[src/rtl/chip8_pkg.sv]
`default_nettype none
// ---------------------------------------------------------------------------
// chip8_pkg: constants and types shared by the CHIP-8 program loader
// Rev 1.0
// ---------------------------------------------------------------------------
package chip8_pkg;

   localparam logic [7:0] SYNC_BYTE         = 8'hC8;
   localparam int         LOAD_BASE_DEFAULT = 512;

   typedef enum logic [2:0] {
      IDLE  = 3'd0,
      LEN_H = 3'd1,
      LEN_L = 3'd2,
      DATA  = 3'd3,
      CSUM  = 3'd4,
      DONE  = 3'd5,
      ERR   = 3'd6
   } ldr_state_e;

   localparam logic [1:0] ERR_NONE    = 2'd0;
   localparam logic [1:0] ERR_LEN     = 2'd1;
   localparam logic [1:0] ERR_CSUM    = 2'd2;
   localparam logic [1:0] ERR_TIMEOUT = 2'd3;

   // A zero-length image is rejected as well as one that would run past the top of memory.
   function automatic logic len_legal(input logic [15:0] len, input int max_len);
      return (len != 16'd0) && (int'(len) <= max_len);
   endfunction

endpackage
`default_nettype wire

[src/rtl/chip8_loader_gap_timer.sv]
`default_nettype none
// ---------------------------------------------------------------------------
// gap_timer: counts idle cycles while enabled; expired at TIMEOUT_CYCLES-1
// Rev 1.0
// ---------------------------------------------------------------------------
module gap_timer #(
   parameter int TIMEOUT_CYCLES = 1000000
) (
   input  logic clk,
   input  logic rst_n,
   input  logic clr_i,
   input  logic en_i,
   output logic expired_o
);

   localparam int c_cnt_w = (TIMEOUT_CYCLES > 2) ? $clog2(TIMEOUT_CYCLES) : 1;
   localparam logic [c_cnt_w-1:0] c_last = c_cnt_w'(TIMEOUT_CYCLES - 1);

   logic [c_cnt_w-1:0] cnt_q;
   logic [c_cnt_w-1:0] cnt_d;

   always_comb begin
      cnt_d = cnt_q;
      if (clr_i) begin
         cnt_d = '0;
      end else if (en_i && (cnt_q != c_last)) begin
         cnt_d = cnt_q + 1'b1;
      end
   end

   always_ff @(posedge clk or negedge rst_n) begin
      if (!rst_n) begin
         cnt_q <= '0;
      end else begin
         cnt_q <= cnt_d;
      end
   end

   assign expired_o = en_i && (cnt_q == c_last);

endmodule
`default_nettype wire

[src/rtl/chip8_loader.sv]
`default_nettype none
// ---------------------------------------------------------------------------
// chip8_loader: parses framed UART program images into memory at LOAD_BASE
// Rev 1.0
// ---------------------------------------------------------------------------
module chip8_loader
   import chip8_pkg::*;
#(
   parameter int ADDR_WIDTH     = 12,
   parameter int DATA_WIDTH     = 8,
   parameter int LOAD_BASE      = LOAD_BASE_DEFAULT,
   parameter int TIMEOUT_CYCLES = 1000000
) (
   input  logic                  clk,
   input  logic                  rst_n,
   input  logic [7:0]            rx_i,
   input  logic                  rx_i_v,
   output logic                  mem_we,
   output logic [ADDR_WIDTH-1:0] mem_waddr,
   output logic [DATA_WIDTH-1:0] mem_d,
   output logic                  busy,
   output logic                  run,
   output logic                  err,
   output logic [1:0]            err_code
);

   localparam int                    c_max_len = (1 << ADDR_WIDTH) - LOAD_BASE;
   localparam logic [ADDR_WIDTH-1:0] c_base    = ADDR_WIDTH'(LOAD_BASE);

   ldr_state_e            state_q, state_d;
   logic [7:0]            len_hi_q, len_hi_d;
   logic [15:0]           count_q, count_d;
   logic [7:0]            sum_q, sum_d;
   logic [ADDR_WIDTH-1:0] addr_q, addr_d;

   logic                  mem_we_q, mem_we_d;
   logic [ADDR_WIDTH-1:0] mem_waddr_q, mem_waddr_d;
   logic [DATA_WIDTH-1:0] mem_d_q, mem_d_d;
   logic                  busy_q, busy_d;
   logic                  run_q, run_d;
   logic                  err_q, err_d;
   logic [1:0]            err_code_q, err_code_d;

   logic [15:0]           w_len;
   logic                  w_in_frame;
   logic                  w_expired;

   assign w_len      = {len_hi_q, rx_i};
   assign w_in_frame = state_q inside {LEN_H, LEN_L, DATA, CSUM};

   gap_timer #(
      .TIMEOUT_CYCLES(TIMEOUT_CYCLES)
   ) u_gap_timer (
      .clk      (clk),
      .rst_n    (rst_n),
      .clr_i    (rx_i_v),
      .en_i     (w_in_frame),
      .expired_o(w_expired)
   );

   always_comb begin
      state_d     = state_q;
      len_hi_d    = len_hi_q;
      count_d     = count_q;
      sum_d       = sum_q;
      addr_d      = addr_q;
      mem_we_d    = 1'b0;
      mem_waddr_d = mem_waddr_q;
      mem_d_d     = mem_d_q;
      err_code_d  = err_code_q;

      // A byte on the expiry cycle takes priority over the timeout.
      if (rx_i_v) begin
         unique case (state_q)
            IDLE, DONE, ERR: begin
               if (rx_i == SYNC_BYTE) begin
                  state_d    = LEN_H;
                  sum_d      = 8'd0;
                  addr_d     = c_base;
                  err_code_d = ERR_NONE;
               end
            end
            LEN_H: begin
               len_hi_d = rx_i;
               state_d  = LEN_L;
            end
            LEN_L: begin
               if (len_legal(w_len, c_max_len)) begin
                  count_d = w_len;
                  state_d = DATA;
               end else begin
                  state_d    = ERR;
                  err_code_d = ERR_LEN;
               end
            end
            DATA: begin
               mem_we_d    = 1'b1;
               mem_waddr_d = addr_q;
               mem_d_d     = DATA_WIDTH'(rx_i);
               sum_d       = sum_q + rx_i;
               count_d     = count_q - 16'd1;
               // Holding the address on the last byte keeps a full image from wrapping.
               if (count_q == 16'd1) begin
                  state_d = CSUM;
               end else begin
                  addr_d = addr_q + 1'b1;
               end
            end
            CSUM: begin
               if (rx_i == sum_q) begin
                  state_d = DONE;
               end else begin
                  state_d    = ERR;
                  err_code_d = ERR_CSUM;
               end
            end
            default: state_d = IDLE;
         endcase
      end else if (w_expired) begin
         state_d    = ERR;
         err_code_d = ERR_TIMEOUT;
      end

      busy_d = state_d inside {LEN_H, LEN_L, DATA, CSUM};
      run_d  = (state_d == DONE);
      err_d  = (state_d == ERR);
   end

   always_ff @(posedge clk or negedge rst_n) begin
      if (!rst_n) begin
         state_q     <= IDLE;
         len_hi_q    <= 8'd0;
         count_q     <= 16'd0;
         sum_q       <= 8'd0;
         addr_q      <= c_base;
         mem_we_q    <= 1'b0;
         mem_waddr_q <= c_base;
         mem_d_q     <= '0;
         busy_q      <= 1'b0;
         run_q       <= 1'b0;
         err_q       <= 1'b0;
         err_code_q  <= ERR_NONE;
      end else begin
         state_q     <= state_d;
         len_hi_q    <= len_hi_d;
         count_q     <= count_d;
         sum_q       <= sum_d;
         addr_q      <= addr_d;
         mem_we_q    <= mem_we_d;
         mem_waddr_q <= mem_waddr_d;
         mem_d_q     <= mem_d_d;
         busy_q      <= busy_d;
         run_q       <= run_d;
         err_q       <= err_d;
         err_code_q  <= err_code_d;
      end
   end

   assign mem_we    = mem_we_q;
   assign mem_waddr = mem_waddr_q;
   assign mem_d     = mem_d_q;
   assign busy      = busy_q;
   assign run       = run_q;
   assign err       = err_q;
   assign err_code  = err_code_q;

endmodule
`default_nettype wire

[config.mk]
export PLATFORM = sky130hd
export DESIGN_NAME = chip8_loader
export DESIGN_NICKNAME = d
export VERILOG_FILES = /design/src/rtl/chip8_pkg.sv /design/src/rtl/chip8_loader_gap_timer.sv /design/src/rtl/chip8_loader.sv
export SDC_FILE = /design/constraint.sdc
export NUM_CORES = 1
export LEC_CHECK = 0
export ABC_CLOCK_PERIOD_IN_PS = 3400
export BUFFER_PORTS_ARGS = -buffer_cell sky130_fd_sc_hd__buf_2
export CAP_MARGIN = 20
export CORE_MARGIN = 1.5
export CORE_UTILIZATION = 50
export DETAILED_ROUTE_END_ITERATION = 10
export GPL_ROUTABILITY_DRIVEN = 0
export PLACE_DENSITY = 0.67
export SYNTH_ARGS = -nofsm -noshare
export SYNTH_HDL_FRONTEND = slang
export SYNTH_SLANG_ARGS = --single-unit
[constraint.sdc]
create_clock -name clk -period 3.4 [get_ports clk]
set_input_delay 0.51 -clock clk [delete_from_list [all_inputs] [get_ports clk]]
set_output_delay 0.51 -clock clk [all_outputs]
set_load 0.02 [all_outputs]
* After elaboration in Yosys (flattened, before gate mapping)
Cells that the tools add are included.
** Cells by class
- Add/sub/neg operators :: 4
- Order comparisons :: 1
- Equal/unequal tests :: 24
- Mux-type cells :: 24
- Reduce and logical (&&, ||, !) cells :: 18
** Operators with widths (count)
- 20-bit 2-to-1 mux :: 2
- 16-bit one-hot mux with 2 select lines :: 1
- 12-bit 2-to-1 mux :: 2
- 12-bit one-hot mux with 2 select lines :: 1
- 20-bit by 1-bit adder with 20-bit output (second input constant) :: 1
- 20-bit equality test (second input constant) :: 1
- 20-bit != test (second input constant) :: 1
- 3-bit equality test (second input constant) :: 6
- 16-bit by 1-bit equality test with 1-bit output (second input constant) :: 1
- 16-bit by 12-bit less-or-equal comparator with 1-bit output (second input constant) :: 1
- 16-bit 2-to-1 mux :: 1
- 8-bit one-hot mux with 2 select lines :: 1
- 16-bit nonzero test :: 1
- 16-bit by 1-bit subtractor with 16-bit output (second input constant) :: 1
- 3-bit 2-to-1 mux :: 5
- 3-bit one-hot mux with 5 select lines :: 1
- 12-bit by 1-bit adder with 12-bit output (second input constant) :: 1
- 3-bit by 2-bit equality test with 1-bit output (second input constant) :: 4
- 2-bit 2-to-1 mux :: 6
- 3-bit != test (second input constant) :: 3
- 8-bit adder :: 1
- 8-bit equality test :: 1
- 8-bit equality test (second input constant) :: 1
- 8-bit 2-to-1 mux :: 1
- other kinds (15) :: 26
** Word-level totals
- Bits in registers :: 93
- Input bits :: 11
- Logic and storage cells :: 84

* Depth between registers and ports, before layout
- Depth in word-level cells :: 7
- Depth in mapped cells :: 9
- Mapped depth without buffers :: 9

* Cells and area by module
From an unflattened synthesis, not the netlist that was laid out.
** Unflattened totals
- Cells, all modules :: 535
- Area, all modules :: 4997.3 µm²
** Modules (own cells, without submodules)
- chip8_loader :: instances 1, cells each 418, area an instance 3861.2 µm², sequential area each 1829.3 µm²
- gap_timer :: instances 1, cells each 117, area an instance 1136.1 µm², sequential area each 500.5 µm²

* Worst setup path before layout
Ideal clock, no wire load.
- Path type :: in2reg
- Start :: input port rx_i[7]
- End :: register busy_q (netlist: busy)
- Setup time :: 0.124 ns
- Arrival :: 2.450 ns
- Required time :: 3.276 ns
- Setup slack :: 0.826 ns
- Stages on the path :: 7
- Buffers on the path :: 1
- Cell sequence :: buf_6 or4_4 or4_4 and4_4 o21bai_1 a311o_1 xnor2_1
** Between the ends
- Longest elaborated chain between the ends :: 7
- Elaborated cells on any way between the ends :: 15
** Ends and longest elaborated chain
- from (decl) :: RTL line chip8_loader.sv:16 : input logic [7:0] rx_i,
- 16-bit by 12-bit less-or-equal comparator with 1-bit output / 16-bit nonzero test (equally long branches) :: RTL line chip8_pkg.sv:28 : return (len != 16'd0) && (int'(len) <= max_len);
- 1-bit logical AND :: RTL line chip8_pkg.sv:28
- 3-bit 2-to-1 mux :: RTL line chip8_loader.sv:88 : if (len_legal(w_len, c_max_len)) begin
- 3-bit one-hot mux with 5 select lines (*) :: RTL line chip8_loader.sv:74 : unique case (state_q)
- 3-bit 2-to-1 mux (*) :: RTL line chip8_loader.sv:73 : if (rx_i_v) begin
- 3-bit by 1-bit equality test with 1-bit output, or another cell as far along :: RTL line chip8_loader.sv:124 : busy_d = state_d inside {LEN_H, LEN_L, DATA, CSUM};
- 4-bit nonzero test (*) :: RTL line chip8_loader.sv:124
- net busy_d :: RTL line chip8_loader.sv:39 : logic busy_q, busy_d;
- to (signal assigned) :: RTL line chip8_loader.sv:152 : busy_q <= busy_d;
- to (decl) :: RTL line chip8_loader.sv:39
The timed path passes the listed nets; every way through them passes the cells marked *.
A chain may end at the register's enable or synchronous reset.

* Worst setup path after layout
- Start :: register state_q[0]
- End :: register addr_q[11]
** Between the ends
- Longest elaborated chain between the ends :: 4
- Elaborated cells on any way between the ends :: 10
** Ends and longest elaborated chain
- from (decl) :: RTL line chip8_loader.sv:30 : ldr_state_e state_q, state_d;
- from (signal assigned) :: RTL line chip8_loader.sv:144 : state_q <= state_d;
- 3-bit equality test / 3-bit logical NOT (equally long branches) :: RTL line chip8_loader.sv:74
- 3-bit OR reduction :: RTL line chip8_loader.sv:74
- 2-bit != test (no line) / 2-bit nonzero test (equally long branches)
- 4-bit AND reduction (no line)
- to (signal assigned) :: RTL line chip8_loader.sv:135 : addr_q <= c_base;
- to (signal assigned) :: RTL line chip8_loader.sv:148 : addr_q <= addr_d;
- to (decl) :: RTL line chip8_loader.sv:34 : logic [ADDR_WIDTH-1:0] addr_q, addr_d;
Several ways; a longest one is shown, not always the timed one.

==> impl_metrics.yaml <==
cts:
  path_clk_slew_ps: 100
  cts-root-buf: "clkbuf_8"
  hold_buffers: 0
  postCtsSetupBuffers: 0
  clkSinkCount: 93
  cts_tree: "done"
  numCtsBuffers: 9
  clk_path_buf_depth: 2
  cts_resized: 0
  clock_latency_ps: 360
  htree_levels: 3
global_routing:
  grt_usage_pct: 22.0
  grt_pass1_wl_mm: 18.1
  grt_pass1_vias: 3682
  overflow: 0
  grt_max_degree: 47
  antenna_found_initial: 0
detailed_routing:
  via_count: 3928
  first_iter_violations: 209
  first_pass_iters: 4
  via_per_inst: 5.72
  route.detailed.drc: 0
  wl_per_cell_um: 15.5
  ant_nets: 0
  drt-total-wl_mm: 10.6
floorplanning:
  die_w_um: 103
  die_area_um2: 10500
  start_util_pct: 51.2
  io_pins: 37
  core_um2: 9680
  rows: 36
  die_y_um: 103
synth:
  yosys.cell_types.count: 62
  netlist_top_cells_area: "dfrtp_1 46%, mux2_2 5.9%, o21ai_0 4.9%"
  async_flop_share_pct: 100
  synth_nets: 537
  synth_top_area_share_pct: 45.9
  syn_avg_cell_area_um2: 9.67
  synth_edf_count: 0
  syn_area_um2: 4960
  yosys_warnings: 0
  syn-instance-count: 513
  yosysSeqAreaShare_pct: 47.0
  synth_top_area_cell: "dfrtp_1"
  ys.flop_type: "dfrtp_1"
  yosysMostFrequentCell: "dfrtp_1"
  synth.top_cells.by_count: "91 x dfrtp_1, 49 x o21ai_0, 46 x nor2_1, 38 x nand2_1, 34 x a21oi_1"
  synth-seq-cells: 93
sta:
  rsz0062_at_grt: "false"
  hold_viol_final: 0
  final_max_slew_viol_count: 0
  hold_ws_ps: 129
  finalWorstPathRequiredPeriod_ps: 2700
  slew_headroom_pct: 58.4
  fin_setup_tns_ps: 0
  worst_pin_slew_ps: 619
  finalCritPeriodShare_pct: 79.3
  fmax_mhz: 371
  finalSetupViolCount: 0
  fin_skew_ps: 12.0
  setup_ws_ps: 704
power:
  finalPower_mw: 3.78
  ir_drop_mv: 0.294
  power_density_nw_per_um2: 682
  power_switching_mw: 1.41
  clockPowerShare_pct: 24.5
  power_frac_comb_pct: 33.3
  p_leak_nw: 2.44
  switching_share_pct: 37.4
  seqPwrFrac_pct: 42.3
  p_int_mw: 2.37
layout:
  fill_cells: 851
  drive_gt1_share_pct: 18.2
  utilization_pct: 57.2
  regArea_um2: 2330
  area_growth_pct: 11.7
  fin_area_um2: 5540
  multi_input_area_um2: 2480
  fin_nets: 573
  instances_no_fill: 687
  n_antenna_cell: 0
placed_design:
  dpl_cell_area_um2: 5290
  dp_slack_ps: 573
  numPlacedInstances: 671
  hpwl_mm: 7.51
  numPortBuffers: 36
setup_path:
  critPathBufInv: 1
  critical_path.max_stage_delay_ps: 580
  start_kind: "register"
  cp_cell_sequence: "inv_2 > fa_1 > nor2b_1 > o21ai_2 > or4_4 > or3_1 > a21oi_1"
  cp-end-kind: "register"
  cp_slowest_cell: "dfrtp_1"
  arrival_ps: 2980
  worstSetupPathType: "register to register"
  cp_max_fo: 9
  critical-path-top-delay-family: "simple AND/OR/NAND/NOR gates"
  worstPathRequired_ps: 3680
worst_hold_path:
  min-delay-path-class: "input pin to async pin"
flow_run:
  maxCapViolations: 0
run_status:
  status: "finished clean"
state kept, by name, indices dropped and copies added, names as in the netlist:
| signal | flops |
|---|---|
| addr_q | 12 |
| busy | 1 |
| sum_q | 8 |
| u_gap_timer.cnt_q | 20 |
| mem_waddr | 12 |
| run | 1 |
| len_hi_q | 8 |
| state_q | 3 |
| mem_d | 8 |
| count_q | 16 |
| err | 1 |
| mem_we | 1 |
| err_code | 2 |
per-layer routing:
metal	part of all wire (%)	GRT usage, %	vias up	wire (um)
li1	-	-	1953	-
met1	49	32.0	1898	5170
met2	47	34.4	66	4990
met3	3.2	2.44	11	340
met4	1.4	7.80	0	146
met5	0	0	-	0
logic make-up (layout without fill, tap and decap cells):
group / after synthesis / count (layout) / share of synthesized area, %
flip-flops: 93 / 93 / 47.0
AO/OA/AOI/OAI: 128 / 128 / 15.5
XOR/XNOR: 24 / 24 / 4.24
AND/OR/NAND/NOR: 191 / 191 / 20.4
adder cells (fa/ha/maj): 14 / 14 / 3.78
multiplexers: 27 / 27 / 6.10
buffers and inverters: 36 / 77 / 3.05
cells in the final DEF, fill, tap and decap left out, types with 3 or more instances in the layout:
cell / n
nand2_1: 38
nand2b_1: 4
o21ai_0: 49
xnor2_1: 15
nor4_1: 10
mux2_2: 26
a22o_1: 4
buf_2: 35
nor3b_1: 3
buf_4: 10
nor2_1: 46
bufinv_16: 3
o2bb2ai_1: 3
o21a_1: 4
or3_1: 20
dfrtp_1: 91
and3_1: 4
or4_4: 4
a2bb2oi_1: 3
nor4b_1: 4
inv_1: 15
ha_1: 11
o211ai_1: 6
nand3_1: 16
a21oi_1: 34
clkbuf_8: 9
nor3_1: 18
a22oi_1: 4
xor2_1: 9
a31oi_1: 3
nand4_1: 10
cell type report:
type,instances,area share [%]
Clock inverter,7,2.33
Inverter,16,1.08
Tap cell,133,3.00
Clock buffer,9,2.24
Timing Repair Buffer,45,4.52
Sequential cell,93,42.1
Multi-Input combinational cell,384,44.8
worst register-to-register path: cells and delay by family, from the launching register on:
family | cells | cell delay [ps]
simple gates | 3 | 1110
flops | 1 | 580
fa+ha+maj | 1 | 490
compound gates | 2 | 260
buf+inv | 1 | 170
path summary, 6_finish.rpt:
path	slack, ps	end	cells after the start	startpoint
worst max-delay path	700	addr_q[11]$_DFFE_PN0P_	7	state_q[0]$_DFF_PN0_
worst min-delay path	130	count_q[11]$_DFFE_PN0P_	1	rst_n
worst max register to register	700	addr_q[11]$_DFFE_PN0P_	7	state_q[0]$_DFF_PN0_
worst min register to register	490	mem_waddr[4]$_DFFE_PN0P_	2	mem_waddr[4]$_DFFE_PN0P_
max in group asynchronous	2470	addr_q[9]$_DFFE_PN1P_	2	rst_n
min in group clk	470	count_q[0]$_DFFE_PN0P_	3	rx_i[0]
power groups by stage:
stage	sequential, mW	clock, mW	combinational (mW)
5_1_grt	1.64	0.997	1.42
2_1_floorplan	1.61	0	0.922
6_report	1.60	0.924	1.26
3_5_place_dp	1.61	0	1.26
4_1_cts	1.59	0.950	1.26
3_3_place_gp	1.60	0	1.22
No activity file was read; power rests on OpenSTA's default activity.
